===== config.mk =====
export PLATFORM = sky130hd
export DESIGN_NAME = ddr_capture_sched
export DESIGN_NICKNAME = d
export VERILOG_FILES = /design/src/rtl/ddr_sched_pkg.sv /design/src/rtl/ddr_sched_fifo.sv /design/src/rtl/ddr_capture_sched.sv
export SDC_FILE = /design/constraint.sdc
export NUM_CORES = 1
export LEC_CHECK = 0
export BUFFER_PORTS_ARGS = -buffer_cell sky130_fd_sc_hd__buf_2
export CAP_MARGIN = 20
export CORE_MARGIN = 2
export CORE_UTILIZATION = 58
export DETAILED_ROUTE_END_ITERATION = 16
export GPL_TIMING_DRIVEN = 0
export PLACE_DENSITY = 0.79
export SYNTH_ARGS = -nofsm -noshare
export SYNTH_HDL_FRONTEND = slang
export SYNTH_HIERARCHICAL = 1
export SYNTH_SLANG_ARGS = --single-unit

===== constraint.sdc =====
create_clock -name clk -period 2.35 [get_ports clk]
set_input_delay 0.235 -clock clk [delete_from_list [all_inputs] [get_ports clk]]
set_output_delay 0.235 -clock clk [all_outputs]
set_load 0.01 [all_outputs]

===== src/rtl/ddr_sched_pkg.sv =====
// Shared types and widths for the DDR capture scheduler.
// The optional parity bit is enabled by defining DDR_SCHED_PARITY_EN.
package ddr_sched_pkg;

  typedef enum logic [1:0] {
    S_IDLE    = 2'd0,
    S_CAPTURE = 2'd1,
    S_DRAIN   = 2'd2,
    S_DONE    = 2'd3
  } state_t;

  localparam int PAIR_W = 16;
`ifdef DDR_SCHED_PARITY_EN
  localparam int PAR_W  = 1;
`else
  localparam int PAR_W  = 0;
`endif
  localparam int OUT_W  = PAIR_W + PAR_W;

endpackage


===== src/rtl/ddr_sched_fifo.sv =====
// First-word fall-through FIFO for captured pair words.
// Storage is read combinationally at the read pointer; pointers carry one wrap bit.
module ddr_sched_fifo #(
  parameter int DEPTH = 4,
  parameter int WIDTH = 16
) (
  input  logic             clk,
  input  logic             rst,
  input  logic             push,
  input  logic             pop,
  input  logic [WIDTH-1:0] wdata,
  output logic [WIDTH-1:0] rdata,
  output logic             full,
  output logic             empty
);

  localparam int AW = $clog2(DEPTH);

  logic [WIDTH-1:0] mem [DEPTH];
  logic [AW:0]      wr_ptr, rd_ptr;
  logic             do_push, do_pop;

  assign empty   = (wr_ptr == rd_ptr);
  assign full    = (wr_ptr[AW] != rd_ptr[AW]) && (wr_ptr[AW-1:0] == rd_ptr[AW-1:0]);
  assign do_pop  = pop && !empty;
  // A push into a full FIFO still lands when the head leaves in the same cycle.
  assign do_push = push && (!full || do_pop);
  assign rdata   = mem[rd_ptr[AW-1:0]];

  always_ff @(posedge clk) begin
    if (rst) begin
      wr_ptr <= '0;
      rd_ptr <= '0;
    end else begin
      if (do_push) wr_ptr <= wr_ptr + 1'b1;
      if (do_pop)  rd_ptr <= rd_ptr + 1'b1;
    end
  end

  always_ff @(posedge clk) begin
    if (do_push) mem[wr_ptr[AW-1:0]] <= wdata;
  end

endmodule


===== src/rtl/ddr_capture_sched.sv =====
// Captures data on both clock edges as {neg, pos} pair words for a counted burst.
// Define DDR_SCHED_PARITY_EN to append an even-parity bit (bit 16) to each word.
module ddr_capture_sched
  import ddr_sched_pkg::*;
#(
  parameter int FIFO_DEPTH = 4,
  parameter int CNT_W      = 8
) (
  input  logic             clk,
  input  logic             rst,
  input  logic [7:0]       data,
  input  logic             start,
  input  logic [CNT_W-1:0] count,
  output logic [OUT_W-1:0] out_data,
  output logic             out_valid,
  input  logic             out_ready,
  output logic             busy,
  output logic             done,
  output logic             overflow
);

  state_t             state, nstate;
  logic [CNT_W-1:0]   remaining;
  logic [7:0]         neg_sample;
  logic [PAIR_W-1:0]  pair;
  logic [OUT_W-1:0]   wdata;
  logic               push, accept, full, empty, drop;

  // Falling-edge half of the pair; reset value marks "no sample yet".
  always_ff @(negedge clk) begin
    if (rst) neg_sample <= 8'hFF;
    else     neg_sample <= data;
  end

  assign pair = {neg_sample, data};
`ifdef DDR_SCHED_PARITY_EN
  assign wdata = {^pair, pair};
`else
  assign wdata = pair;
`endif

  ddr_sched_fifo #(.DEPTH(FIFO_DEPTH), .WIDTH(OUT_W)) u_fifo (
    .clk   (clk),
    .rst   (rst),
    .push  (push),
    .pop   (out_ready),
    .wdata (wdata),
    .rdata (out_data),
    .full  (full),
    .empty (empty)
  );

  assign out_valid = !empty;
  assign accept    = (state == S_IDLE) && start;
  // full implies non-empty, so out_ready alone decides whether the head leaves.
  assign drop      = push && full && !out_ready;

  always_ff @(posedge clk) begin
    if (rst) state <= S_IDLE;
    else     state <= nstate;
  end

  always_comb begin
    nstate = state;
    case (state)
      S_IDLE:    if (start) nstate = (count != '0) ? S_CAPTURE : S_DONE;
      S_CAPTURE: if (remaining == CNT_W'(1)) nstate = S_DRAIN;
      S_DRAIN:   if (empty) nstate = S_DONE;
      S_DONE:    nstate = S_IDLE;
      default:   nstate = S_IDLE;
    endcase
  end

  always_comb begin
    push = (state == S_CAPTURE);
    busy = (state == S_CAPTURE) || (state == S_DRAIN);
    done = (state == S_DONE);
  end

  always_ff @(posedge clk) begin
    if (rst) begin
      remaining <= '0;
      overflow  <= 1'b0;
    end else begin
      if (accept) begin
        remaining <= count;
        overflow  <= 1'b0;
      end else if (push) begin
        remaining <= remaining - 1'b1;
      end
      if (drop) overflow <= 1'b1;
    end
  end

endmodule


==> impl_metrics.env, run 1 <==
export IMPL_status="complete, no violations"
export IMPL_fin_util=0.6789
export IMPL_wl_per_cell_um=16.24
export IMPL_synthXorXnorAreaFrac=0.02713
export IMPL_layout_cells_non_filler=378
export IMPL_maxSlewHeadroom=0.4172
export IMPL_register_area_sq_um=2462
export IMPL_n_antenna_cell=0
export IMPL_drc=0
export IMPL_fp_dieH_um=84.26
export IMPL_period_share=0.9268
export IMPL_final_hold_viol_count=0
export IMPL_grt_pass1_vias=2132
export IMPL_maxCapViolCount=0
export IMPL_cts_sinks=91
export IMPL_route_vias_total=2068
export IMPL_crit_required_ns=2.32
export IMPL_dpl_cell_count=354
export IMPL_syn_nets=270
export IMPL_max_vdd_ir_drop_uv=564.3
export IMPL_grt_max_degree=18
export IMPL_post_route_cell_area_sq_um=4262
export IMPL_ys_seq_elements=91
export IMPL_final_antenna_net_count=0
export IMPL_pin_count=40
export IMPL_drt_iter0_markers=91
export IMPL_ys_types=40
export IMPL_clk_insertion_delay_late_ns=0.38
export IMPL_cts_max_path_buffers=2
export IMPL_root_buffer="clkbuf_8"
export IMPL_layout_drive_gt1_share=0.3056
export IMPL_end_kind="register"
export IMPL_postPlaceCellArea_sq_um=4028
export IMPL_port_buffers=39
export IMPL_cp_start_kind="register"
export IMPL_dieArea_sq_um=7100
export IMPL_gr_total_overflow=0
export IMPL_via_per_inst=5.471
export IMPL_avgSynthCellArea_sq_um=15.70
export IMPL_setup_violations=0
export IMPL_grt_use_total=0.1867
export IMPL_cp_data_arrival_time_ns=2.15
export IMPL_numCtsBuffers=9
export IMPL_cts_setup_buffers=0
export IMPL_yosys_warnings=6
export IMPL_synthSimpleGateAreaFrac=0.08674
export IMPL_ctsResizeCount=0
export IMPL_fill_cells=428
export IMPL_cts_tree="yes"
export IMPL_power_mw=4.213
export IMPL_wl_um=6140
export IMPL_core_area_sq_um=6277
export IMPL_antenna_found_initial=0
export IMPL_worst_pin_slew_ns=0.8742
export IMPL_crit_fanout=16
export IMPL_synth_top_family_by_area="multiplexers"
export IMPL_setup_tns_ns=0
export IMPL_grt_pass1_wl_um=10090
export IMPL_min_period_ns=2.178
export IMPL_multi_input_area_sq_um=1184
export IMPL_cts_hold_buf=0
export IMPL_cts_max_level=3
export IMPL_ys_seq_area_frac=0.6591
export IMPL_drt_pass1_iterations=4
export IMPL_min_path_type="primary input to register"
export IMPL_nets=328
export IMPL_clock_skew_ns=0.05039
export IMPL_yosys_area_share_adder=0.04019
export IMPL_synth_mux_area_frac=0.1149
export IMPL_path_class="register to register"
export IMPL_chipWidth_um=84.26
export IMPL_synthesis_instances=238
export IMPL_initial_core_util=0.5952
export IMPL_area_growth_syn_to_layout_pct=14.07
export IMPL_synth_area_sq_um=3736
export IMPL_dp_hpwl_um=4163
export IMPL_post_place_ws_ns=0.1060
export IMPL_placementRows=29
export IMPL_max_freq_mhz=459.2
export IMPL_drv_slew=0
export IMPL_synth_compound_area_frac=0.04789
export IMPL_path_clk_slew_ns=0.09
export IMPL_rsz0062_at_grt="no"
export IMPL_fin_ws_ns=0.1721
export IMPL_pwr_density_cell_nw_per_um2=988.5
export IMPL_leakagePower_nw=1.539
export IMPL_fin_hold_ws_ns=0.1127
export IMPL_place_gp_congestion=0.7407
## layout by cell type (no fill, tap or decap), types with 4 or more instances in the layout
| cell type | Yosys | routed |
|---|---|---|
| xnor2_1 | 4 | 4 |
| nor2b_1 | 4 | 4 |
| inv_1 | 13 | 20 |
| buf_2 | 3 | 42 |
| or2_2 | 8 | 8 |
| nand2_1 | 9 | 9 |
| a211oi_1 | 5 | 5 |
| ha_1 | 12 | 12 |
| mux4_2 | 16 | 16 |
| nand2b_1 | 4 | 4 |
| clkbuf_1 | 5 | 5 |
| nor2_1 | 18 | 18 |
| dfxtp_1 | 27 | 27 |
| a21oi_1 | 4 | 4 |
| edfxtp_1 | 64 | 64 |
| clkbuf_8 | 0 | 9 |
## state kept, by name, summed over array words and instances (netlist names), named ones only
register       cells
neg_sample         8
u_fifo/wr_ptr      3
state              2
overflow           1
u_fifo/rd_ptr      3
u_fifo/mem        64
remaining          8
## cells by family (layout without fill, tap and decap cells)
| kind of cell | Yosys count | in the layout |
|---|---|---|
| flip-flops | 91 | 91 |
| AO/OA/AOI/OAI | 23 | 23 |
| adder cells (fa/ha/maj) | 12 | 12 |
| XOR/XNOR | 9 | 9 |
| AND/OR/NAND/NOR | 59 | 59 |
| multiplexers | 22 | 22 |
| buffers and inverters | 22 | 85 |
## critical path, cell delays in order (launching register included)
cell	delay, ns
dfxtp_1	0.46
xnor2_2	0.19
a41oi_2	0.39
and2_1	0.76
## final cells by class
type / instances / area share
buffer: 9 / 0.009689
tap: 77 / 0.02261
multi-input combinational: 125 / 0.2777
clock inverter: 15 / 0.02319
clock buffer: 9 / 0.02907
timing repair buffer: 40 / 0.04932
sequential: 91 / 0.5778
inverter: 12 / 0.01057
## routing by layer
| metal | vias to the layer above | wire length (um) | track usage |
|---|---|---|---|
| met1 | 1010 | 2739 | 0.2303 |
| met4 | 0 | 51 | 0.06598 |
| met5 | - | 0 | 0 |
| met3 | 5 | 224 | 0.05506 |
| li1 | 1013 | - | - |
| met2 | 40 | 3125 | 0.3160 |
## power breakdown
group / internal, mW / switching [mW]
clock: 0.510 / 0.552
sequential: 1.92 / 0.113
combinational: 0.529 / 0.592
## final timing paths
kind	startpoint	end	slack, ns	depth (start not counted)
worst min-delay path	data[3]	u_fifo/mem[0][3]	0.11	1
worst max-delay path	u_fifo/wr_ptr[1]	u_fifo/mem[1][14]	0.17	3
worst min register to register	overflow	overflow	0.52	2
worst max register to register	u_fifo/wr_ptr[1]	u_fifo/mem[1][14]	0.17	3
## cells in the mapped netlist (all sizes together)
| master | number | area, sq um |
|---|---|---|
| a211oi | 5 | 37.54 |
| a211o | 1 | 8.760 |
| nand2 | 9 | 33.78 |
| ha | 12 | 150.1 |
| o21ai | 3 | 15.01 |
| nor2 | 18 | 67.56 |
| nor4 | 4 | 31.28 |
| edfxtp | 64 | 1922 |
| a21oi | 4 | 20.02 |
| a22o | 1 | 8.760 |
| nand3b | 2 | 15.01 |
| o211ai | 1 | 7.510 |
| or3 | 3 | 20.02 |
| nand2b | 4 | 25.02 |
| nand3 | 1 | 5.000 |
| xnor2 | 6 | 67.56 |
| nand4 | 1 | 6.260 |
| mux4 | 16 | 360.4 |
| or2 | 8 | 50.05 |
| inv | 13 | 48.80 |
| xor2 | 3 | 33.79 |
| clkbuf | 5 | 18.77 |
| mux2 | 4 | 48.79 |
| mux2i | 2 | 20.02 |
| buf | 4 | 22.52 |
| nor4b | 1 | 15.01 |
| and2 | 3 | 18.77 |
| nor2b | 4 | 25.02 |
| dfxtp | 27 | 540.5 |
| a41oi | 2 | 32.53 |
| nand4bb | 1 | 11.26 |
| a31oi | 4 | 31.28 |
| a311oi | 2 | 17.52 |
(Power assumes the default switching activity.)
==> inputs of run 2 (changes only) <==
CORE_UTILIZATION = 55   (was 58)
PLACE_DENSITY = 0.75   (was 0.79)
==> impl_metrics.env, run 2 (synthesis gave the netlist of run 1 again) <==
export IMPL_max_vdd_ir_drop_uv=388.2
export IMPL_final_hold_viol_count=0
export IMPL_crit_fanout=16
export IMPL_antenna_found_initial=0
export IMPL_chipWidth_um=86.42
export IMPL_nets=328
export IMPL_wl_per_cell_um=15.66
export IMPL_placementRows=30
export IMPL_end_kind="register"
export IMPL_ctsResizeCount=0
export IMPL_cts_sinks=91
export IMPL_gr_total_overflow=0
export IMPL_dp_hpwl_um=4136
export IMPL_fin_hold_ws_ns=0.1180
export IMPL_wl_um=5967
export IMPL_path_class="register to register"
export IMPL_worst_pin_slew_ns=0.8649
export IMPL_pwr_density_cell_nw_per_um2=989.0
export IMPL_layout_drive_gt1_share=0.3090
export IMPL_setup_violations=0
export IMPL_drc=0
export IMPL_final_cell_mix="edfxtp_1 (64), buf_2 (42), dfxtp_1 (27)"
export IMPL_grt_pass1_vias=1981
export IMPL_crit_required_ns=2.32
export IMPL_grt_pass1_wl_um=9542
export IMPL_cts_setup_buffers=0
export IMPL_maxSlewHeadroom=0.4234
export IMPL_crit_path_cell_trace="xnor2_2, a41oi_2, and2_1"
export IMPL_setup_tns_ns=0
export IMPL_leakagePower_nw=1.538
export IMPL_cp_start_kind="register"
export IMPL_min_path_type="primary input to register"
export IMPL_cp_slowest_stage_delay_ns=0.75
export IMPL_drt_iter0_markers=116
export IMPL_maxCapViolCount=0
export IMPL_grt_use_total=0.1714
export IMPL_route_vias_total=2019
export IMPL_slowest_stage="and2_1"
export IMPL_cts_tree="yes"
export IMPL_cts_max_path_buffers=2
export IMPL_post_place_ws_ns=0.06339
export IMPL_clk_insertion_delay_late_ns=0.39
export IMPL_layout_cells_non_filler=381
export IMPL_cp_data_arrival_time_ns=2.12
export IMPL_final_antenna_net_count=0
export IMPL_status="complete, no violations"
export IMPL_drv_slew=0
export IMPL_core_area_sq_um=6681
export IMPL_clock_skew_ns=0.04698
export IMPL_cts_max_level=3
export IMPL_fin_ws_ns=0.2001
export IMPL_power_mw=4.224
export IMPL_cts_hold_buf=0
export IMPL_max_freq_mhz=465.1
export IMPL_n_antenna_cell=0
export IMPL_grt_max_degree=17
export IMPL_min_period_ns=2.150
export IMPL_fp_dieH_um=86.42
export IMPL_initial_core_util=0.5592
export IMPL_root_buffer="clkbuf_8"
export IMPL_area_growth_syn_to_layout_pct=14.30
export IMPL_numCtsBuffers=9
export IMPL_layout_commonest_cell="edfxtp_1"
export IMPL_place_gp_congestion=0.6928
export IMPL_rsz0062_at_grt="no"
export IMPL_drt_pass1_iterations=4
export IMPL_dpl_cell_count=358
export IMPL_path_clk_slew_ns=0.09
export IMPL_port_buffers=39
export IMPL_fill_cells=523
export IMPL_largest_reg_flops=64
export IMPL_pin_count=40
export IMPL_period_share=0.9148
export IMPL_dieArea_sq_um=7468
export IMPL_via_per_inst=5.299
==> run 2: changes by cell type in the layout (fill, tap and decap cells not counted), sizes merged <==
cell      before  now
clkinvlp       0    1
inv           22   23
clkbuf        14   15
clkinv         4    1
==> run 2: critical path, delay by kind of cell, from the launching register on <==
family	cells	cell delay [ns]
AO/OA/AOI/OAI	1	0.37
AND/OR/NAND/NOR	1	0.75
flip-flops	1	0.47
XOR/XNOR	1	0.18
==> run 2: area by class of cell <==
| class | instances | area, sq um | area share |
|---|---|---|---|
| Sequential cell | 91 | 2462 | 0.5766 |
| Multi-Input combinational cell | 125 | 1184 | 0.2772 |
| Timing Repair Buffer | 40 | 210.2 | 0.04922 |
| Clock buffer | 10 | 127.6 | 0.02989 |
| Clock inverter | 14 | 100.1 | 0.02344 |
| Tap cell | 80 | 100.1 | 0.02344 |
| Inverter | 12 | 45.04 | 0.01055 |
| Buffer | 9 | 41.29 | 0.009669 |
==> run 2: final timing paths <==
check / start / end / slack (ns) / cells past startpoint
worst max-delay path: u_fifo/wr_ptr[1] / u_fifo/mem[1][1] / 0.20 / 3
worst min-delay path: data[5] / u_fifo/mem[1][5] / 0.12 / 1
worst max register to register: u_fifo/wr_ptr[1] / u_fifo/mem[1][1] / 0.20 / 3
worst min register to register: overflow / overflow / 0.51 / 2
==> run 2: routing by layer <==
layer,GRT usage,part of all wire,up-vias
met3,0.04857,0.035,6
li1,-,-,1009
met5,0,0,-
met2,0.2944,0.50,36
met1,0.2105,0.46,968
met4,0.05540,0.012,0
==> run 2: report_power, final <==
part	internal (mW)	leakage [nW]	total [mW]	switching (mW)
Sequential	1.92	0.795	2.03	0.111
Clock	0.520	0.140	1.08	0.559
Combinational	0.528	0.602	1.12	0.589
==> run 2: metrics by stage <==
| stage | util | instance area, sq um |
|---|---|---|
| final | 0.6391 | 4270 |
| after global routing | 0.6391 | 4270 |
| after CTS | 0.6391 | 4270 |
| after detailed placement | 0.6056 | 4046 |
| after global placement | 0.6034 | 4031 |
| after floorplan | - | 3736 |
